===== src/rtl/pwm_pkg.sv =====
// Shared definitions for the PWM generator and its fade scheduler.
// Provides channel/duty widths, the duty type, the scheduler FSM states
// and the duty clamp helper.
package pwm_pkg;

    localparam int unsigned NUM_CH   = 8;
    localparam int unsigned CH_W     = 3;
    localparam int unsigned DUTY_W   = 7;
    localparam int unsigned MAX_DUTY = 99;

    typedef logic [DUTY_W-1:0] duty_t;
    typedef logic [CH_W-1:0]   ch_t;

    typedef enum logic {
        IDLE = 1'b0,
        SCAN = 1'b1
    } sched_state_t;

    // Limit a requested duty to the generator's legal range.
    function automatic duty_t clamp_duty(input duty_t d);
        return (d > duty_t'(MAX_DUTY)) ? duty_t'(MAX_DUTY) : d;
    endfunction

endpackage


===== src/rtl/pwm_tick_divider.sv =====
// Free-running ramp tick generator.
// Ports:
//   clk  - system clock
//   rst  - synchronous, active-high reset
//   tick - one-cycle pulse, high while the counter sits at TICK_DIV-1
module pwm_tick_divider #(
    parameter int unsigned TICK_DIV = 1000
) (
    input  logic clk,
    input  logic rst,
    output logic tick
);

    localparam int unsigned CNT_W = (TICK_DIV > 1) ? $clog2(TICK_DIV) : 1;

    logic [CNT_W-1:0] r_cnt;
    logic             r_tick;

    // Counter wraps at TICK_DIV-1; the pulse is decoded one count early so it
    // is registered yet aligned with the terminal count.
    always_ff @(posedge clk) begin
        if (rst) begin
            r_cnt  <= '0;
            r_tick <= 1'b0;
        end else begin
            if (r_cnt == CNT_W'(TICK_DIV - 1)) begin
                r_cnt <= '0;
            end else begin
                r_cnt <= r_cnt + CNT_W'(1);
            end
            r_tick <= (r_cnt == CNT_W'(TICK_DIV - 2));
        end
    end

    assign tick = r_tick;

endmodule


===== src/rtl/pwm_fade_scheduler.sv =====
// Fade scheduler: accepts per-channel target/step commands and, once per ramp
// tick, walks all channels moving each current duty toward its target,
// emitting at most one generator write per clock.
// Ports:
//   clk, rst                 - clock, synchronous active-high reset
//   cmd_valid/cmd_ready      - command handshake (accepted only in IDLE)
//   cmd_ch/target/step       - channel, requested duty (clamped), step (0 = jump)
//   duty_in/channel_sel      - write data/address to the PWM generator
//   load_duty                - one-cycle write strobe
//   busy                     - per-channel "still fading" flags
module pwm_fade_scheduler
    import pwm_pkg::*;
#(
    parameter int unsigned TICK_DIV = 1000
) (
    input  logic              clk,
    input  logic              rst,
    input  logic              cmd_valid,
    output logic              cmd_ready,
    input  logic [CH_W-1:0]   cmd_ch,
    input  logic [DUTY_W-1:0] cmd_target,
    input  logic [DUTY_W-1:0] cmd_step,
    output logic [DUTY_W-1:0] duty_in,
    output logic [CH_W-1:0]   channel_sel,
    output logic              load_duty,
    output logic [NUM_CH-1:0] busy
);

    sched_state_t      r_state;
    sched_state_t      w_state_nxt;
    ch_t               r_idx;
    ch_t               w_idx_nxt;
    logic              w_accept;
    logic              w_scan_start;
    logic              w_ready_nxt;

    duty_t             r_cur  [NUM_CH];
    duty_t             r_tgt  [NUM_CH];
    duty_t             r_step [NUM_CH];
    logic [NUM_CH-1:0] r_imm;
    duty_t             w_cur_nxt  [NUM_CH];
    duty_t             w_tgt_nxt  [NUM_CH];
    duty_t             w_step_nxt [NUM_CH];
    logic [NUM_CH-1:0] w_imm_nxt;
    logic [NUM_CH-1:0] w_busy_nxt;

    logic              r_tick_pending;
    logic              w_tick;

    duty_t             w_sel_cur;
    duty_t             w_sel_tgt;
    duty_t             w_sel_step;
    logic              w_sel_imm;
    duty_t             w_diff;
    duty_t             w_new_cur;
    logic              w_write;

    logic              r_cmd_ready;
    logic              r_load_duty;
    duty_t             r_duty_in;
    ch_t               r_channel_sel;
    logic [NUM_CH-1:0] r_busy;

    pwm_tick_divider #(
        .TICK_DIV (TICK_DIV)
    ) u_tick_div (
        .clk  (clk),
        .rst  (rst),
        .tick (w_tick)
    );

    // FSM state register
    always_ff @(posedge clk) begin
        if (rst) begin
            r_state <= IDLE;
        end else begin
            r_state <= w_state_nxt;
        end
    end

    // FSM next-state: an immediate command forces a scan in its own accept cycle
    always_comb begin
        w_state_nxt  = r_state;
        w_idx_nxt    = r_idx;
        w_accept     = 1'b0;
        w_scan_start = 1'b0;
        case (r_state)
            IDLE: begin
                w_accept = cmd_valid && r_cmd_ready;
                if (r_tick_pending || (w_accept && (cmd_step == '0))) begin
                    w_state_nxt  = SCAN;
                    w_idx_nxt    = '0;
                    w_scan_start = 1'b1;
                end
            end
            SCAN: begin
                if (r_idx == CH_W'(NUM_CH - 1)) begin
                    w_state_nxt = IDLE;
                end else begin
                    w_idx_nxt = r_idx + CH_W'(1);
                end
            end
            default: begin
                w_state_nxt = IDLE;
            end
        endcase
        w_ready_nxt = (w_state_nxt == IDLE);
    end

    assign w_sel_cur  = r_cur[r_idx];
    assign w_sel_tgt  = r_tgt[r_idx];
    assign w_sel_step = r_step[r_idx];
    assign w_sel_imm  = r_imm[r_idx];

    // One ramp step for the scanned channel; min() keeps it from overshooting
    always_comb begin
        w_diff    = '0;
        w_new_cur = w_sel_cur;
        if (w_sel_imm) begin
            w_new_cur = w_sel_tgt;
        end else if (w_sel_cur < w_sel_tgt) begin
            w_diff    = w_sel_tgt - w_sel_cur;
            w_new_cur = w_sel_cur + ((w_sel_step < w_diff) ? w_sel_step : w_diff);
        end else if (w_sel_cur > w_sel_tgt) begin
            w_diff    = w_sel_cur - w_sel_tgt;
            w_new_cur = w_sel_cur - ((w_sel_step < w_diff) ? w_sel_step : w_diff);
        end
        w_write = (r_state == SCAN) && (w_new_cur != w_sel_cur);
    end

    // Register-file next values: command writes in IDLE, ramp update in SCAN
    always_comb begin
        w_cur_nxt  = r_cur;
        w_tgt_nxt  = r_tgt;
        w_step_nxt = r_step;
        w_imm_nxt  = r_imm;
        if (w_accept) begin
            w_tgt_nxt[cmd_ch]  = clamp_duty(cmd_target);
            w_step_nxt[cmd_ch] = cmd_step;
            if (cmd_step == '0) begin
                w_imm_nxt[cmd_ch] = 1'b1;
            end
        end
        if (r_state == SCAN) begin
            w_cur_nxt[r_idx] = w_new_cur;
            w_imm_nxt[r_idx] = 1'b0;
        end
        for (int i = 0; i < NUM_CH; i++) begin
            w_busy_nxt[i] = (w_cur_nxt[i] != w_tgt_nxt[i]) || w_imm_nxt[i];
        end
    end

    // Datapath and registered outputs
    always_ff @(posedge clk) begin
        if (rst) begin
            for (int i = 0; i < NUM_CH; i++) begin
                r_cur[i]  <= '0;
                r_tgt[i]  <= '0;
                r_step[i] <= '0;
            end
            r_imm          <= '0;
            r_idx          <= '0;
            r_tick_pending <= 1'b0;
            r_cmd_ready    <= 1'b0;
            r_load_duty    <= 1'b0;
            r_duty_in      <= '0;
            r_channel_sel  <= '0;
            r_busy         <= '0;
        end else begin
            r_cur  <= w_cur_nxt;
            r_tgt  <= w_tgt_nxt;
            r_step <= w_step_nxt;
            r_imm  <= w_imm_nxt;
            r_idx  <= w_idx_nxt;
            // A new tick wins over the clear so it is never lost
            if (w_tick) begin
                r_tick_pending <= 1'b1;
            end else if (w_scan_start) begin
                r_tick_pending <= 1'b0;
            end
            r_cmd_ready <= w_ready_nxt;
            r_load_duty <= w_write;
            if (w_write) begin
                r_duty_in     <= w_new_cur;
                r_channel_sel <= r_idx;
            end
            r_busy <= w_busy_nxt;
        end
    end

    assign cmd_ready   = r_cmd_ready;
    assign load_duty   = r_load_duty;
    assign duty_in     = r_duty_in;
    assign channel_sel = r_channel_sel;
    assign busy        = r_busy;

endmodule


===== config.mk =====
export PLATFORM = sky130hd
export DESIGN_NAME = pwm_fade_scheduler
export DESIGN_NICKNAME = d
export VERILOG_FILES = /design/src/rtl/pwm_pkg.sv /design/src/rtl/pwm_tick_divider.sv /design/src/rtl/pwm_fade_scheduler.sv
export SDC_FILE = /design/constraint.sdc
export NUM_CORES = 1
export LEC_CHECK = 0
export ABC_AREA = 1
export CAP_MARGIN = 0
export CELL_PAD_IN_SITES_DETAIL_PLACEMENT = 0
export CELL_PAD_IN_SITES_GLOBAL_PLACEMENT = 1
export CORE_MARGIN = 3
export CORE_UTILIZATION = 45
export DETAILED_ROUTE_END_ITERATION = 8
export MAX_ROUTING_LAYER = met4
export PLACE_DENSITY = 0.85
export SYNTH_ARGS = -nofsm -noshare
export SYNTH_HDL_FRONTEND = slang
export SYNTH_HIERARCHICAL = 1
export SYNTH_SLANG_ARGS = --single-unit

===== constraint.sdc =====
create_clock -name clk -period 15.9 [get_ports clk]
set_input_delay 3.18 -clock clk [delete_from_list [all_inputs] [get_ports clk]]
set_output_delay 3.18 -clock clk [all_outputs]
set_load 0.01 [all_outputs]

=== Word level (Yosys, flattened, before mapping) ===
Index checks and enable logic that the tools add are counted.

* Bits in registers: 212
* Bits of input ports: 20
* Output and inout port bits: 20
* Logic and storage cells: 138

* Add/subtract/negate cells: 6
* $lt $le $gt $ge: 13
* Equality and inequality tests: 14
* Multiplexer cells: 43
* Bitwise operators: 7
* Reduce and logical (&&, ||, !) cells: 20

{| class="wikitable"
|+ Operators by type and width
! operator !! number
|-
| $bwmux 56 || 3
|-
| $mux 56 || 2
|-
| $mux 7 || 14
|-
| $bmux 7 s3 || 3
|-
| $ne 7x7->1 || 9
|-
| $demux 7 s3 || 2
|-
| $mux 8 || 3
|-
| $lt 7x7->1 || 3
|-
| $sub 7x7->7 || 3
|-
| $eq 10x10->1 const B || 2
|-
| $add 10x1->10 const B || 1
|-
| $logic_or 1x1->1 || 9
|-
| $mux 1 || 9
|-
| $and 8x8->8 || 1
|-
| $ge 4x4->1 const B || 2
|-
| $lt 3x4->1 const B || 2
|-
| $lt 4x1->1 const B || 2
|-
| $not 3->4 || 2
|-
| $not 8->8 || 1
|-
| $or 8x8->8 || 1
|-
| $add 7x7->7 || 1
|-
| $gt 7x7->1 || 1
|-
| $gt 7x7->1 const B || 1
|-
| $logic_and 1x1->1 || 7
|-
| other kinds (14) || 19
|}

=== Logic depth before layout (Yosys ltp) ===
* Word-level depth: 15
* Gate-level depth with buffers: 49
* Mapped depth without buffers: 48

=== Hierarchy ===
The synthesis kept the hierarchy.

{| class="wikitable"
|+ By module, submodules not included
! module !! times used !! cells an instance !! area each (um^2)
|-
| pwm_fade_scheduler || 1 || 1,726 || 11,484.8
|-
| pwm_tick_divider || 1 || 65 || 510.5
|}

=== Least setup slack after synthesis ===
Ideal clock, no wire load.

* Path type: register to register
* Start point: register r_idx[0]
* End point: register r_channel_sel[1] (netlist: channel_sel[1])
* Data arrival time: 5.769 ns
* Path slack: 10.016 ns
* Stages on the path, launching flop included: 43
* Path buffers: 5
* Period minus slack after synthesis: 5.884 ns
* Path through: dfxtp_1 buf_6 buf_6 buf_4 o211ai_1 inv_1 nor4_4 ha_1 inv_1 fa_1 nand3_1 nand2_1 a21oi_1 nor2_1 nor2_1 xor2_1 ha_1 nand2_1 [... 7 more ...] fa_1 nand3_1 nand2_1 a21o_1 a21oi_1 xor2_1 inv_1 nand2_1 nand3_1 nand2_1 inv_2 nand2_2 nand2_2 nand2_1 nand3_4 buf_6 a21oi_1 nor2_1

* Longest elaborated chain between the ends: 13
* Elaborated cells between the ends (all ways): 27
* Those cells by class: add/sub (4); order compare (4); eq/ne (1); mux (16); bitwise (1); reduce/logical (1)

{| class="wikitable"
|+ RTL lines
! item !! line !! RTL
|-
| start, declared || pwm_fade_scheduler.sv:31 || <nowiki>ch_t r_idx;</nowiki>
|-
| start signal, assigned || pwm_fade_scheduler.sv:174 || <nowiki>r_idx <= w_idx_nxt;</nowiki>
|-
| $not 3->4 (not written as such) || pwm_fade_scheduler.sv:110, pwm_fade_scheduler.sv:111, pwm_fade_scheduler.sv:112 ||
|-
| $bmux 7 s3 (on tied branches) || pwm_fade_scheduler.sv:110, pwm_fade_scheduler.sv:111 ||
|-
| $mux 7 (on tied branches) (2 in a row) || pwm_fade_scheduler.sv:110, pwm_fade_scheduler.sv:111 ||
|-
| $sub 7x7->7 || pwm_fade_scheduler.sv:125 || <nowiki>w_diff = w_sel_cur - w_sel_tgt;</nowiki>
|-
| $lt 7x7->1 || pwm_fade_scheduler.sv:126 || <nowiki>w_new_cur = w_sel_cur - ((w_sel_step < w_diff) ? w_sel_step : w_diff);</nowiki>
|-
| $mux 7 || pwm_fade_scheduler.sv:126 ||
|-
| $sub 7x7->7 || pwm_fade_scheduler.sv:126 ||
|-
| $mux 7 || pwm_fade_scheduler.sv:124 || <nowiki>end else if (w_sel_cur > w_sel_tgt) begin</nowiki>
|-
| $mux 7 || pwm_fade_scheduler.sv:121 || <nowiki>end else if (w_sel_cur < w_sel_tgt) begin</nowiki>
|-
| $mux 7 || pwm_fade_scheduler.sv:119 || <nowiki>if (w_sel_imm) begin</nowiki>
|-
| $ne 7x7->1 (*) || pwm_fade_scheduler.sv:128 || <nowiki>w_write = (r_state == SCAN) && (w_new_cur != w_sel_cur);</nowiki>
|-
| $logic_and 1x1->1 (*) || pwm_fade_scheduler.sv:128 ||
|-
| end signal, assigned || pwm_fade_scheduler.sv:185 || <nowiki>r_channel_sel <= r_idx;</nowiki>
|-
| end, declared || pwm_fade_scheduler.sv:61 || <nowiki>ch_t r_channel_sel;</nowiki>
|}

Mark *: on every way between the ends. The rest lies on a longest branch, timed or not. The select of a mux whose other input is x is not followed.
A chain may end at the register's enable or synchronous reset.

=== Worst setup path after layout ===
* Start point: register r_idx[0]
* End point: register r_busy[5] (netlist: busy[5])

* Longest elaborated chain between the ends: 15
* Elaborated cells between the ends (all ways): 42
* Those cells by class: add/sub (4); order compare (8); eq/ne (1); mux (23); bitwise (3); reduce/logical (3)

{| class="wikitable"
|+ RTL lines
! item !! line !! RTL
|-
| $not 3->4 (not written as such) || - ||
|-
| $bmux 7 s3 (on tied branches) || pwm_fade_scheduler.sv:110, pwm_fade_scheduler.sv:111 ||
|-
| $mux 7 (on tied branches) (2 in a row) || pwm_fade_scheduler.sv:110, pwm_fade_scheduler.sv:111 ||
|-
| $sub 7x7->7 || pwm_fade_scheduler.sv:125 ||
|-
| $lt 7x7->1 || pwm_fade_scheduler.sv:126 ||
|-
| $mux 7 || pwm_fade_scheduler.sv:126 ||
|-
| $sub 7x7->7 || pwm_fade_scheduler.sv:126 ||
|-
| $mux 7 || pwm_fade_scheduler.sv:124 ||
|-
| $mux 7 || pwm_fade_scheduler.sv:121 ||
|-
| $mux 7 || pwm_fade_scheduler.sv:119 ||
|-
| $bwmux 56 || pwm_fade_scheduler.sv:145 || <nowiki>w_cur_nxt[r_idx] = w_new_cur;</nowiki>
|-
| $mux 56 || pwm_fade_scheduler.sv:144 || <nowiki>if (r_state == SCAN) begin</nowiki>
|-
| $ne 7x7->1 || pwm_fade_scheduler.sv:149 || <nowiki>w_busy_nxt[i] = (w_cur_nxt[i] != w_tgt_nxt[i]) || w_imm_nxt[i];</nowiki>
|-
| $logic_or 1x1->1 (*) || pwm_fade_scheduler.sv:149 ||
|-
| end signal, assigned || pwm_fade_scheduler.sv:187 || <nowiki>r_busy <= w_busy_nxt;</nowiki>
|-
| end, declared || pwm_fade_scheduler.sv:62 || <nowiki>logic [NUM_CH-1:0] r_busy;</nowiki>
|}

Marked as above.

==> flow_summary.json <==
{
  "synth_edf_count": 0,
  "dpl.hpwl_mm": 28.2,
  "critical_path_arrival_ns": 8.31,
  "nets": 1855,
  "grt_setup_unrepaired": "no",
  "post_cts_buffers": 0,
  "fill_cells": 2658,
  "synth.top_cell.area_share": 0.354,
  "synth_most_common_cell": "nor2_1",
  "syn_area_per_cell_um2": 6.70,
  "area_delta_synth_final_pct": 10.7,
  "post_cts_resize_count": 0,
  "critPathSlowestCell": "buf_4",
  "cellPowerDensity_nw_per_um2": 97.7,
  "drive_gt1_frac": 0.0731,
  "ys_top_cells_by_area": "dfxtp_1, nor2_1, nand2_1",
  "synth_area_leader_cell": "dfxtp_1",
  "drc": 0,
  "start_kind": "flip-flop",
  "numPortBuffers": 39,
  "gp_congestion": 0.987,
  "slew_headroom": 0.294,
  "worstPathRequired_ns": 16.27,
  "antenna_found_initial": 0,
  "overflow": 0,
  "grt_max_degree": 81,
  "critPathKind": "flip-flop to flip-flop",
  "grt_pass1_vias": 10800,
  "r2r_start": "r_idx[0]",
  "whs_path_depth": 2,
  "fin_crit_sh": 0.499,
  "slew_viol_final": 0,
  "ff2ff_path_depth": 40,
  "status": "complete, no violations",
  "fin_cells": 2142,
  "slowest_delay_ns": 0.65,
  "path_common_cell": "nand2_1",
  "routed_wl_mm": 39.7,
  "clock_path_buffers": 3,
  "synth-seq-area-share": 0.354,
  "drt_iter0_drc": 1134,
  "clk_latency_ns": 0.53,
  "start_util": 0.459,
  "p_int_uw": 935,
  "htreeDepth": 1,
  "setup_viol": 0,
  "vias": 11700,
  "p_seq_frac": 0.420,
  "ant_nets": 0,
  "skew_ns": 0.0238,
  "fin_crit_ns": 7.93,
  "clk_transition_reported_paths_ns": 0.06,
  "syn_area_um2": 12000,
  "synth_seq_cells": 212,
  "drv_cap": 0,
  "fmax_ghz": 0.126,
  "hold_path.startpoint": "u_tick_div/tick",
  "grt_usage": 0.281,
  "ys.flop_type": "dfxtp_1",
  "pin_count": 40,
  "vias_per_cell": 5.44,
  "placementRows": 59,
  "syn_inst": 1791,
  "vdd_drop_max_uv": 62.4,
  "syn_nets": 1856,
  "grt_pass1_wl_mm": 61.6,
  "power_frac_clock": 0.438,
  "worstHoldPathType": "flip-flop to flip-flop",
  "path_max_fanout": 68,
  "dp.cells": 2099,
  "worstMarginPinSlew_ns": 1.05,
  "wl_per_cell_um": 18.5,
  "die_y_um": 169,
  "core-area_um2": 26100,
  "dr.pass1.iters": 6,
  "setup-tns-final_ns": 0,
  "reg2reg_to": "busy[5]",
  "asyncSetResetFlopFracSynth": 0,
  "dieArea_um2": 28700,
  "switching_share": 0.279,
  "yosysUniqueCellTypes": 53,
  "die_w_um": 169,
  "r2r_slack_ns": 7.97,
  "report.final.hold_viol_count": 0,
  "clockRootBuffer": "clkbuf_16",
  "numCtsBuffers": 24,
  "postCtsHoldBufs": 0,
  "holdPathEnd": "r_tick_pending",
  "endpoint_kind": "flip-flop",
  "cts_tree": "built",
  "switching_power_uw": 362,
  "post-route-util": 0.508,
  "synth_warnings": 6,
  "p_comb_frac": 0.142,
  "holdWs_ns": 0.446,
  "yosys-top-cells-count": "nor2_1, nand2_1, dfxtp_1, o21ai_0, inv_1",
  "leakage_uw": 0.00590,
  "cts_num_sinks": 212
}
==> cells by family (layout without fill, tap and decap cells) <==
kind of cell,after synthesis,count (layout),synth area share
adders and majority gates,45,45,0.0494
DFF,212,212,0.354
muxes,5,5,0.00417
and+or+nand+nor,866,866,0.312
buffers and inverters,257,272,0.0896
other,0,1,0
AOI/OAI and AO/OA,372,372,0.166
xor gates and xnor gates,34,34,0.0248
==> state kept, by name, indices dropped and copies added (netlist names) <==
| register | cells |
|---|---|
| duty_in | 7 |
| r_cur | 56 |
| cmd_ready | 1 |
| u_tick_div/r_cnt | 10 |
| u_tick_div/tick | 1 |
| r_imm | 8 |
| r_state | 1 |
| channel_sel | 3 |
| r_tgt | 56 |
| load_duty | 1 |
| r_idx | 3 |
| r_step | 56 |
| busy | 8 |
| r_tick_pending | 1 |
==> layout make-up <==
cell class / instances / area (um^2) / area share
repair buffers: 47 / 448 / 0.0337
clock inverters: 7 / 100 / 0.00754
inverters: 183 / 689 / 0.0519
diodes: 1 / 2.50 / 0.000188
multi-input cells: 1322 / 6680 / 0.503
well taps: 335 / 419 / 0.0316
clock buffers: 35 / 702 / 0.0528
flip-flops and latches: 212 / 4250 / 0.320
==> through the flow <==
step           total power (uW)  instance area [um^2]  setup slack (ns)
2_1_floorplan               681                 12000             10.02
3_3_place_gp                739                 12500              8.12
3_5_place_dp                739                 12500              8.08
4_1_cts                    1300                 13300              8.05
5_1_grt                    1350                 13300              7.39
6_report                   1300                 13300              7.97
==> placed cells by master (no fill, tap or decap), types with 11 or more instances in the layout <==
cell / n
nor2_1: 368
nand2_1: 331
o21ai_0: 212
dfxtp_1: 211
inv_1: 161
a21oi_1: 82
nand3_1: 61
ha_1: 41
clkdlybuf4s50_1: 38
o21ai_1: 32
clkbuf_16: 24
or2_2: 20
xor2_1: 20
inv_2: 18
xnor2_1: 14
nand4_1: 13
and2_1: 13
o211ai_1: 12
nand2_2: 11
==> worst max path at each step <==
stage               startpoint        endpoint  slack [ns]  depth (start not counted)
floorplan             r_idx[0]  channel_sel[1]       10.02                         42
global placement      r_idx[0]  channel_sel[0]        8.12                         39
detailed placement    r_idx[0]         busy[5]        8.08                         40
CTS                   r_idx[0]         busy[5]        8.05                         40
global route          r_idx[0]         busy[5]        7.39                         40
finish                r_idx[0]         busy[5]        7.97                         40
==> critical path: cells and delay by family (launching register included) <==
| family | cells | cell delay [ns] |
|---|---|---|
| buf+inv | 5 | 1.27 |
| fa+ha+maj | 4 | 1.31 |
| compound gates | 6 | 1.67 |
| simple gates | 25 | 2.92 |
| flops | 1 | 0.55 |
==> power groups by stage <==
stage / Clock, uW / Combinational [uW] / Sequential, uW
after CTS: 574 / 183 / 545
after global routing: 599 / 205 / 546
after detailed placement: 0 / 183 / 557
after global placement: 0 / 183 / 557
final: 568 / 185 / 545
after floorplan: 0 / 125 / 557
==> metal layers <==
| metal | track usage | vias to the layer above | routed length, um |
|---|---|---|---|
| met5 | - | - | 0 |
| met2 | 0.440 | 424 | 17900 |
| met3 | 0.0335 | 101 | 2840 |
| li1 | - | 5751 | - |
| met4 | 0.113 | 0 | 1690 |
| met1 | 0.373 | 5383 | 17300 |
Power figures use the tool's default switching activity.
